$ cat src/rtl/mem_port_arbiter_if.sv
// -----------------------------------------------------------------------------
// mem_port_arbiter_if
// Bundles the requester-side handshake (req/we/addr/wdata -> gnt/done/rdata/busy)
// and the single-port memory bus (mem_addr/mem_wdata/mem_rd/mem_wr <- mem_rdata)
// seen by mem_port_arbiter.
//
// Modports:
//   master : requesters + memory (drive req/we/addr*/wdata*/mem_rdata[/lock])
//   slave  : the arbiter (drives gnt/done/rdata/busy and the mem_* strobes)
//
// Optional: `define ARB_LOCK_EN adds the 2-bit lock signal (bus locking).
// -----------------------------------------------------------------------------
interface mem_port_arbiter_if #(
   parameter int ADDR_W = 5,
   parameter int DATA_W = 8
);
   logic [1:0]        req;
   logic [1:0]        we;
   logic [ADDR_W-1:0] addr0;
   logic [ADDR_W-1:0] addr1;
   logic [DATA_W-1:0] wdata0;
   logic [DATA_W-1:0] wdata1;
   logic [1:0]        gnt;
   logic [1:0]        done;
   logic [DATA_W-1:0] rdata;
   logic              busy;
   logic [ADDR_W-1:0] mem_addr;
   logic [DATA_W-1:0] mem_wdata;
   logic              mem_rd;
   logic              mem_wr;
   logic [DATA_W-1:0] mem_rdata;
`ifdef ARB_LOCK_EN
   logic [1:0]        lock;
`endif

   modport master (
`ifdef ARB_LOCK_EN
      output lock,
`endif
      output req, we, addr0, addr1, wdata0, wdata1, mem_rdata,
      input  gnt, done, rdata, busy, mem_addr, mem_wdata, mem_rd, mem_wr
   );

   modport slave (
`ifdef ARB_LOCK_EN
      input  lock,
`endif
      input  req, we, addr0, addr1, wdata0, wdata1, mem_rdata,
      output gnt, done, rdata, busy, mem_addr, mem_wdata, mem_rd, mem_wr
   );
endinterface

$ cat src/rtl/mem_port_arbiter.sv
// -----------------------------------------------------------------------------
// mem_port_arbiter
// Shares one single-port memory between requester 0 (sequence controller) and
// requester 1 (I/O / debug loader). Round-robin arbitration, one memory access
// per grant, read data returned after a fixed MEM_LAT latency.
//
// Ports:
//   clk  : clock, all logic on the rising edge
//   rst  : synchronous reset, active-high
//   bus  : mem_port_arbiter_if.slave
//          req[1:0], we[1:0], addr0/1, wdata0/1 in; gnt/done one-hot pulses,
//          rdata, busy out; mem_addr/mem_wdata/mem_rd/mem_wr out, mem_rdata in
//
// Parameters: ADDR_W, DATA_W, MEM_LAT (1..7, fits the 3-bit latency counter)
//
// Optional: `define ARB_LOCK_EN enables bus locking through bus.lock. A winner
// holding lock in its DONE cycle keeps exclusive access until a DONE without it.
//
// Timing (gnt in cycle t):
//   write : mem_wr at t+1, done at t+2
//   read  : mem_rd at t+1, rdata captured at t+1+MEM_LAT, done at t+2+MEM_LAT
// -----------------------------------------------------------------------------
module mem_port_arbiter #(
   parameter int ADDR_W  = 5,
   parameter int DATA_W  = 8,
   parameter int MEM_LAT = 1
) (
   input  logic              clk,
   input  logic              rst,
   mem_port_arbiter_if.slave bus
);

   typedef enum logic [1:0] {IDLE, ISSUE, WAIT, DONE} state_t;

   state_t            state;
   state_t            state_nx;

   logic              ptr;        // preferred requester when both ask
   logic              win;        // requester owning the current transaction
   logic              we_l;
   logic [ADDR_W-1:0] addr_l;
   logic [DATA_W-1:0] wdata_l;
   logic [2:0]        cnt;
   logic [DATA_W-1:0] rdata_q;

   logic [1:0]        elig;
   logic              pick_valid;
   logic              pick;
   logic              locked;
`ifdef ARB_LOCK_EN
   logic              owner;
`endif

   // ---------------------------------------------------------------------------
   // Arbitration: who would win if we are in IDLE this cycle
   // ---------------------------------------------------------------------------
   always_comb begin
      // NOTE: every signal gets a default at the top of a combinational block so
      // no path leaves it unassigned, which would otherwise infer a latch.
      elig = bus.req;
`ifdef ARB_LOCK_EN
      // While locked only the owner is visible; the other requester starves.
      if (locked) elig = bus.req & (owner ? 2'b10 : 2'b01);
`endif
      pick_valid = (state == IDLE) && (elig != 2'b00) && !rst;
      pick       = (elig == 2'b11) ? ptr : elig[1];
   end

   // ---------------------------------------------------------------------------
   // FSM: state register
   // ---------------------------------------------------------------------------
   always_ff @(posedge clk) begin
      // NOTE: clocked state uses non-blocking assignments so every register
      // samples pre-edge values, independent of statement order.
      if (rst) state <= IDLE;
      else     state <= state_nx;
   end

   // ---------------------------------------------------------------------------
   // FSM: next state
   // ---------------------------------------------------------------------------
   always_comb begin
      state_nx = state;
      case (state)
         IDLE:    if (pick_valid) state_nx = ISSUE;
         ISSUE:   state_nx = we_l ? DONE : WAIT;
         // cnt == 1 is the cycle in which the counter reaches zero
         WAIT:    if (cnt == 3'd1) state_nx = DONE;
         DONE:    state_nx = IDLE;
         default: state_nx = IDLE;
      endcase
   end

   // ---------------------------------------------------------------------------
   // FSM: outputs
   // ---------------------------------------------------------------------------
   always_comb begin
      bus.gnt    = 2'b00;
      bus.done   = 2'b00;
      bus.mem_rd = 1'b0;
      bus.mem_wr = 1'b0;
      bus.busy   = (state != IDLE);
      case (state)
         IDLE:  if (pick_valid) bus.gnt[pick] = 1'b1;
         ISSUE: begin
            bus.mem_wr = we_l;
            bus.mem_rd = !we_l;
         end
         // A transaction cut short by reset never reports completion.
         DONE:  if (!rst) bus.done[win] = 1'b1;
         default: ;
      endcase
   end

   // Address and write data come straight from the latch, so they stay
   // stable for the whole ISSUE/WAIT window.
   assign bus.mem_addr  = addr_l;
   assign bus.mem_wdata = wdata_l;
   assign bus.rdata     = rdata_q;

   // ---------------------------------------------------------------------------
   // Datapath: request latch, pointer, latency counter, read-data capture
   // ---------------------------------------------------------------------------
   always_ff @(posedge clk) begin
      if (rst) begin
         // NOTE: the datapath registers are reset too, because rdata and the
         // memory address/data outputs must read zero after reset.
         ptr     <= 1'b0;
         win     <= 1'b0;
         we_l    <= 1'b0;
         addr_l  <= '0;
         wdata_l <= '0;
         cnt     <= '0;
         rdata_q <= '0;
      end else begin
         if (pick_valid) begin
            win     <= pick;
            we_l    <= bus.we[pick];
            addr_l  <= pick ? bus.addr1  : bus.addr0;
            wdata_l <= pick ? bus.wdata1 : bus.wdata0;
            if (!locked) ptr <= !pick;
         end
         if (state == ISSUE)     cnt <= 3'(MEM_LAT);
         else if (state == WAIT) cnt <= cnt - 3'd1;
         if (state == WAIT && cnt == 3'd1) rdata_q <= bus.mem_rdata;
      end
   end

`ifdef ARB_LOCK_EN
   // Lock ownership is decided by the winner's lock bit in its DONE cycle.
   always_ff @(posedge clk) begin
      if (rst) begin
         locked <= 1'b0;
         owner  <= 1'b0;
      end else if (state == DONE) begin
         locked <= bus.lock[win];
         owner  <= win;
      end
   end
`else
   assign locked = 1'b0;
`endif

endmodule

$ cat src/flat_wrapper.sv
// flat-port wrapper written by rule: the top's interface ports become plain ports
module mem_port_arbiter_flat 
#(
   parameter int ADDR_W  = 5,
   parameter int DATA_W  = 8,
   parameter int MEM_LAT = 1
)
  (clk, rst, bus_req, bus_we, bus_addr0, bus_addr1, bus_wdata0, bus_wdata1, bus_mem_rdata, bus_gnt, bus_done, bus_rdata, bus_busy, bus_mem_addr, bus_mem_wdata, bus_mem_rd, bus_mem_wr);
  mem_port_arbiter_if #(.ADDR_W(ADDR_W), .DATA_W(DATA_W)) bus_i ();
  input  logic clk;
  input  logic rst;
  input wire logic [$bits(bus_i.req)-1:0] bus_req;
  input wire logic [$bits(bus_i.we)-1:0] bus_we;
  input wire logic [$bits(bus_i.addr0)-1:0] bus_addr0;
  input wire logic [$bits(bus_i.addr1)-1:0] bus_addr1;
  input wire logic [$bits(bus_i.wdata0)-1:0] bus_wdata0;
  input wire logic [$bits(bus_i.wdata1)-1:0] bus_wdata1;
  input wire logic [$bits(bus_i.mem_rdata)-1:0] bus_mem_rdata;
  output wire logic [$bits(bus_i.gnt)-1:0] bus_gnt;
  output wire logic [$bits(bus_i.done)-1:0] bus_done;
  output wire logic [$bits(bus_i.rdata)-1:0] bus_rdata;
  output wire logic [$bits(bus_i.busy)-1:0] bus_busy;
  output wire logic [$bits(bus_i.mem_addr)-1:0] bus_mem_addr;
  output wire logic [$bits(bus_i.mem_wdata)-1:0] bus_mem_wdata;
  output wire logic [$bits(bus_i.mem_rd)-1:0] bus_mem_rd;
  output wire logic [$bits(bus_i.mem_wr)-1:0] bus_mem_wr;
  assign bus_i.req = bus_req;
  assign bus_i.we = bus_we;
  assign bus_i.addr0 = bus_addr0;
  assign bus_i.addr1 = bus_addr1;
  assign bus_i.wdata0 = bus_wdata0;
  assign bus_i.wdata1 = bus_wdata1;
  assign bus_i.mem_rdata = bus_mem_rdata;
  assign bus_gnt = bus_i.gnt;
  assign bus_done = bus_i.done;
  assign bus_rdata = bus_i.rdata;
  assign bus_busy = bus_i.busy;
  assign bus_mem_addr = bus_i.mem_addr;
  assign bus_mem_wdata = bus_i.mem_wdata;
  assign bus_mem_rd = bus_i.mem_rd;
  assign bus_mem_wr = bus_i.mem_wr;
  mem_port_arbiter #(.ADDR_W(ADDR_W), .DATA_W(DATA_W), .MEM_LAT(MEM_LAT)) u_core (.clk(clk), .rst(rst), .bus(bus_i));
endmodule
$ cat config.mk
export PLATFORM = sky130hd
export DESIGN_NAME = mem_port_arbiter_flat
export DESIGN_NICKNAME = d
export VERILOG_FILES = /design/src/rtl/mem_port_arbiter_if.sv /design/src/rtl/mem_port_arbiter.sv /design/src/flat_wrapper.sv
export SDC_FILE = /design/constraint.sdc
export NUM_CORES = 1
export LEC_CHECK = 0
export ABC_CLOCK_PERIOD_IN_PS = 3450
export CAP_MARGIN = 20
export CORE_UTILIZATION = 41
export DETAILED_ROUTE_END_ITERATION = 10
export PLACE_DENSITY = 0.87
export SLEW_MARGIN = 15
export SYNTH_ARGS = -nofsm -noshare
export SYNTH_HDL_FRONTEND = slang
export SYNTH_SLANG_ARGS = --single-unit
$ cat constraint.sdc
create_clock -name clk -period 3.45 [get_ports clk]
set_input_delay 0.69 -clock clk [delete_from_list [all_inputs] [get_ports clk]]
set_output_delay 0.69 -clock clk [all_outputs]
set_load 0.02 [all_outputs]
**Word level (Yosys, flattened, before mapping)**

Cells that the tools add are included.

- Equal/unequal tests: 7
- Reductions and logical operators: 14
- $add $sub $neg: 1
- $lt $le $gt $ge: 4
- Muxes and demuxes: 21

Operators with widths:

| kind | number |
|---|---|
| $mux W2 | 6 |
| $mux W1 | 10 |
| $mux W8 | 1 |
| $pmux W2 S4 | 1 |
| $eq A2 B2 Y1 const B | 3 |
| $reduce_bool A2 Y1 | 3 |
| $logic_and A1 B1 Y1 | 5 |
| $mux W5 | 1 |
| $lt A1 B2 Y1 const B | 2 |
| $ne A2 B1 Y1 const B | 2 |
| $eq A3 B1 Y1 const B | 1 |
| $logic_not A1 Y1 | 3 |
| $sub A3 B1 Y3 const B | 1 |
| $demux W1 S1 | 2 |
| $eq A2 B1 Y1 const B | 1 |
| $ge A1 B1 Y1 const B | 2 |
| $logic_not A2 Y1 | 1 |
| $reduce_and A2 Y1 | 1 |
| $reduce_or A2 Y1 | 1 |

- Logic and storage cells: 56
- Register bits: 29
- Output and inout bits: 28
- Bits of input ports: 40

**Longest topological paths before layout**

- Depth after elaboration: 8
- Gate-level depth with buffers: 8
- Depth with buffers taken out: 6

**Worst setup path after synthesis**

No wires, ideal clock.

- Path kind: input to output
- Start point: input port rst
- End point: output port bus_done[0]
- Buffers on the path: 2
- Setup slack: 1.187 ns
- Data arrival time: 1.573 ns
- Stages: 3
- Path through: buf_4 clkbuf_1 nor3b_1

- Longest elaborated chain between the ends: 2

RTL lines:

| element | RTL line | text |
|---|---|---|
| start, declared | flat_wrapper.sv:11 | `input logic rst;` |
| $mux W2 | mem_port_arbiter.sv:110 | `DONE: if (!rst) bus.done[win] = 1'b1;` |
| $mux W2 | mem_port_arbiter.sv:103 | `case (state)` |
| end, declared | flat_wrapper.sv:20 | `output wire logic [$bits(bus_i.done)-1:0] bus_done;` |

Every way passes these cells.

**Worst setup path in the final report**

- Start point: input port rst
- End point: output port bus_gnt[0]

- Longest elaborated chain between the ends: 4

RTL lines:

| element | RTL line | text |
|---|---|---|
| $logic_not A1 Y1 | mem_port_arbiter.sv:65 | `pick_valid = (state == IDLE) && (elig != 2'b00) && !rst;` |
| $logic_and A1 B1 Y1 | mem_port_arbiter.sv:65 |  |
| $mux W2 | mem_port_arbiter.sv:104 | `IDLE: if (pick_valid) bus.gnt[pick] = 1'b1;` |
| $mux W2 | mem_port_arbiter.sv:103 |  |
| end, declared | flat_wrapper.sv:19 | `output wire logic [$bits(bus_i.gnt)-1:0] bus_gnt;` |

Every way passes these cells.

==> flow_summary.toml <==
[clock_tree]
root_buffer = "clkbuf_4"
htreeDepth = 2
cts_sinks = 29
ctsHoldBuffers = 0
clk_path_buf_depth = 2
post_cts_buffers = 0
cts.clk_slew.worst_paths_ns = 0.08
clock_latency_ns = 0.31
cts_resized = 0
cts_tree = "yes"
cts_made_buffers = 5

[worst_setup_path]
reg2reg_to = "u_core.state[1]"
arrival_ns = 2.32
critical_path_buf_inv_count = 2
critPathMaxFanout = 16
r2r-start = "u_core.state[0]"
critical_path.most_common_cell = "clkdlybuf4s50_1"
cp.required_ns = 2.76
ff2ff_path_depth = 6
end_kind = "output port"
path_class = "in2out"
r2r_slack_ns = 1.58
cp_cell_sequence = "clkdlybuf4s50_1 -> nor2b_4 -> and3_4 -> clkdlybuf4s50_1"
crit_family = "buffers and inverters"
critPathMaxStageDelay_ns = 0.63
crit_path_start_kind = "input port"
cp_slowest_cell = "clkdlybuf4s50_1"

[final_layout]
instances_no_fill = 227
fin_util_pct = 70.2
drive_above_1_share_pct = 6.63
syn_to_final_growth_pct = 57.9
diodes = 0
layout_commonest_cell = "clkdlybuf4s50_1"
final_cell_mix = "clkdlybuf4s50_1, dfxtp_1, nor2_1, a222oi_1, inv_1"
nets = 243

[global_routing]
antenna_found_initial = 0
grt_max_degree = 20
grt_overflow = 0
grtUsageTotal_pct = 20.2
grt_pass1_vias = 1223
grt_pass1_wl_microns = 5120

[synth]
yosysTopAreaCellShare_pct = 45.8
ys_warn_count = 0
ys_types = 27
synthTopCellsByArea = "dfxtp_1, a222oi_1, nor2_1"
synth_ff_type = "dfxtp_1"
yosysTopAreaCell = "dfxtp_1"
syn_inst = 127
syn_area_sq_mm = 0.00127
ys_seq_area_share_pct = 45.8
syn_avg_cell_area_sq_um = 9.99
synth_edf_count = 0
ys_ff_latch = 29
async_flop_share_pct = 0
synth_nets = 174

[sta]
hold_violations = 0
fmax_ghz = 0.332
rsz0062_at_grt = "false"
drv_slew = 0
final-setup-viol-count = 0
min_period_ns = 3.01
fin_tns_setup_ns = 0
post-route-period-util_pct = 87.3
max-slew-margin-rel_pct = 49.1
max_slew.worst_pin.slew_ns = 0.763
clock-skew-final_ns = 0.0137

[placed_design]
post-dp-hpwl_microns = 2610
dp.cells = 220
io_buffers = 67
finalWeightedCongestion = 0.769

[run_status]
status = "complete, but fails checks"
violations = "DRC"

[floorplanning]
initial_core_util_pct = 44.5
die_w_microns = 57.6
fp.dieArea_sq_mm = 0.00332
core_region_area_sq_mm = 0.00285
die_y_microns = 57.6
io_pins = 68
rows = 19

[min_path]
hold_start = "u_core.cnt[1]"
hold_end = "u_core.cnt[1]"
hold_path_class = "reg2reg"
hold_depth = 2

[drt]
vias = 1240
post_drt_wl_per_cell_microns = 14.8
viasPerCell = 5.46
first_pass_iters = 8
drc = 3
drt_iter0_markers = 78
drtAntennaViolNets = 0
wl_microns = 3370

[pwr]
leakage_uw = 0.000818
vdd_drop_max_uv = 300
p_total_uw = 1120
p_per_area_mw_per_mm2 = 558

[run]
max_cap_viol_count = 0
[kinds of logic after synthesis]
kind of cell	synth area share (%)
muxes	6.31
DFF	45.8
adders and majority gates	6.90
and+or+nand+nor	14.4
AOI/OAI and AO/OA	19.1
buffers and inverters	6.80
xor gates and xnor gates	0.690
[layout make-up]
type	count	area [sq um]
inverters	9	33.8
clock buffers	7	55.1
fillers	226	850
flip-flops and latches	29	581
repair buffers	70	693
multi-input cells	81	602
well taps	31	38.8
[through the flow]
step / cell area [sq um] / hold slack [ns] / setup slack (ns)
after floorplan: 1270 / 0.454 / 1.19
after global placement: 1950 / 0.470 / 0.469
after detailed placement: 1950 / 0.484 / 0.446
after CTS: 2000 / 0.495 / 0.441
after global routing: 2000 / 0.530 / 0.377
final: 2000 / 0.497 / 0.440
[layer usage]
layer	vias up	share of wire, %	global-route usage (%)
li1	602	-	-
met4	0	0.65	8.71
met1	591	39	23.4
met2	45	54	36.2
met5	-	0	0
met3	2	5.7	4.02
[Yosys cell counts (all sizes together) (2+ instances only)]
master / instances
dfxtp: 29
nor2: 25
a222oi: 14
inv: 9
mux2i: 8
ha: 7
a211oi: 4
buf: 4
clkbuf: 4
nand2: 4
a2111o: 2
and3: 2
nor2b: 2
nor3: 2
nor3b: 2
o31ai: 2
[state kept, by name, indices dropped and copies added, names as in the netlist]
signal	count
u_core.cnt	3
u_core.bus.mem_addr	5
u_core.bus.mem_wdata	8
u_core.win	1
u_core.ptr	1
u_core.we_l	1
u_core.state	2
u_core.bus.rdata	8
[power breakdown]
| group | switching, uW | internal [uW] | leakage, uW |
|---|---|---|---|
| registers | 37.8 | 391 | 0.000236 |
| clock network | 102 | 96.0 | 0.0000314 |
| logic | 254 | 237 | 0.000551 |
[worst register-to-register path: stages (launching register included)]
cell	delay, ns
dfxtp_1	0.35
inv_1	0.15
ha_1	0.30
nor2b_4	0.21
o21ai_2	0.22
a2111o_1	0.48
o31ai_1	0.07
[worst max-delay path by stage]
stage | startpoint | to | slack (ns) | cells past startpoint
5_1_grt | rst | bus_done[1] | 0.38 | 4
3_5_place_dp | rst | bus_gnt[0] | 0.45 | 4
2_1_floorplan | rst | bus_done[0] | 1.19 | 3
3_3_place_gp | rst | bus_gnt[0] | 0.47 | 4
6_report | rst | bus_gnt[0] | 0.44 | 4
4_1_cts | rst | bus_gnt[0] | 0.44 | 4
(Power assumes the default switching activity.)
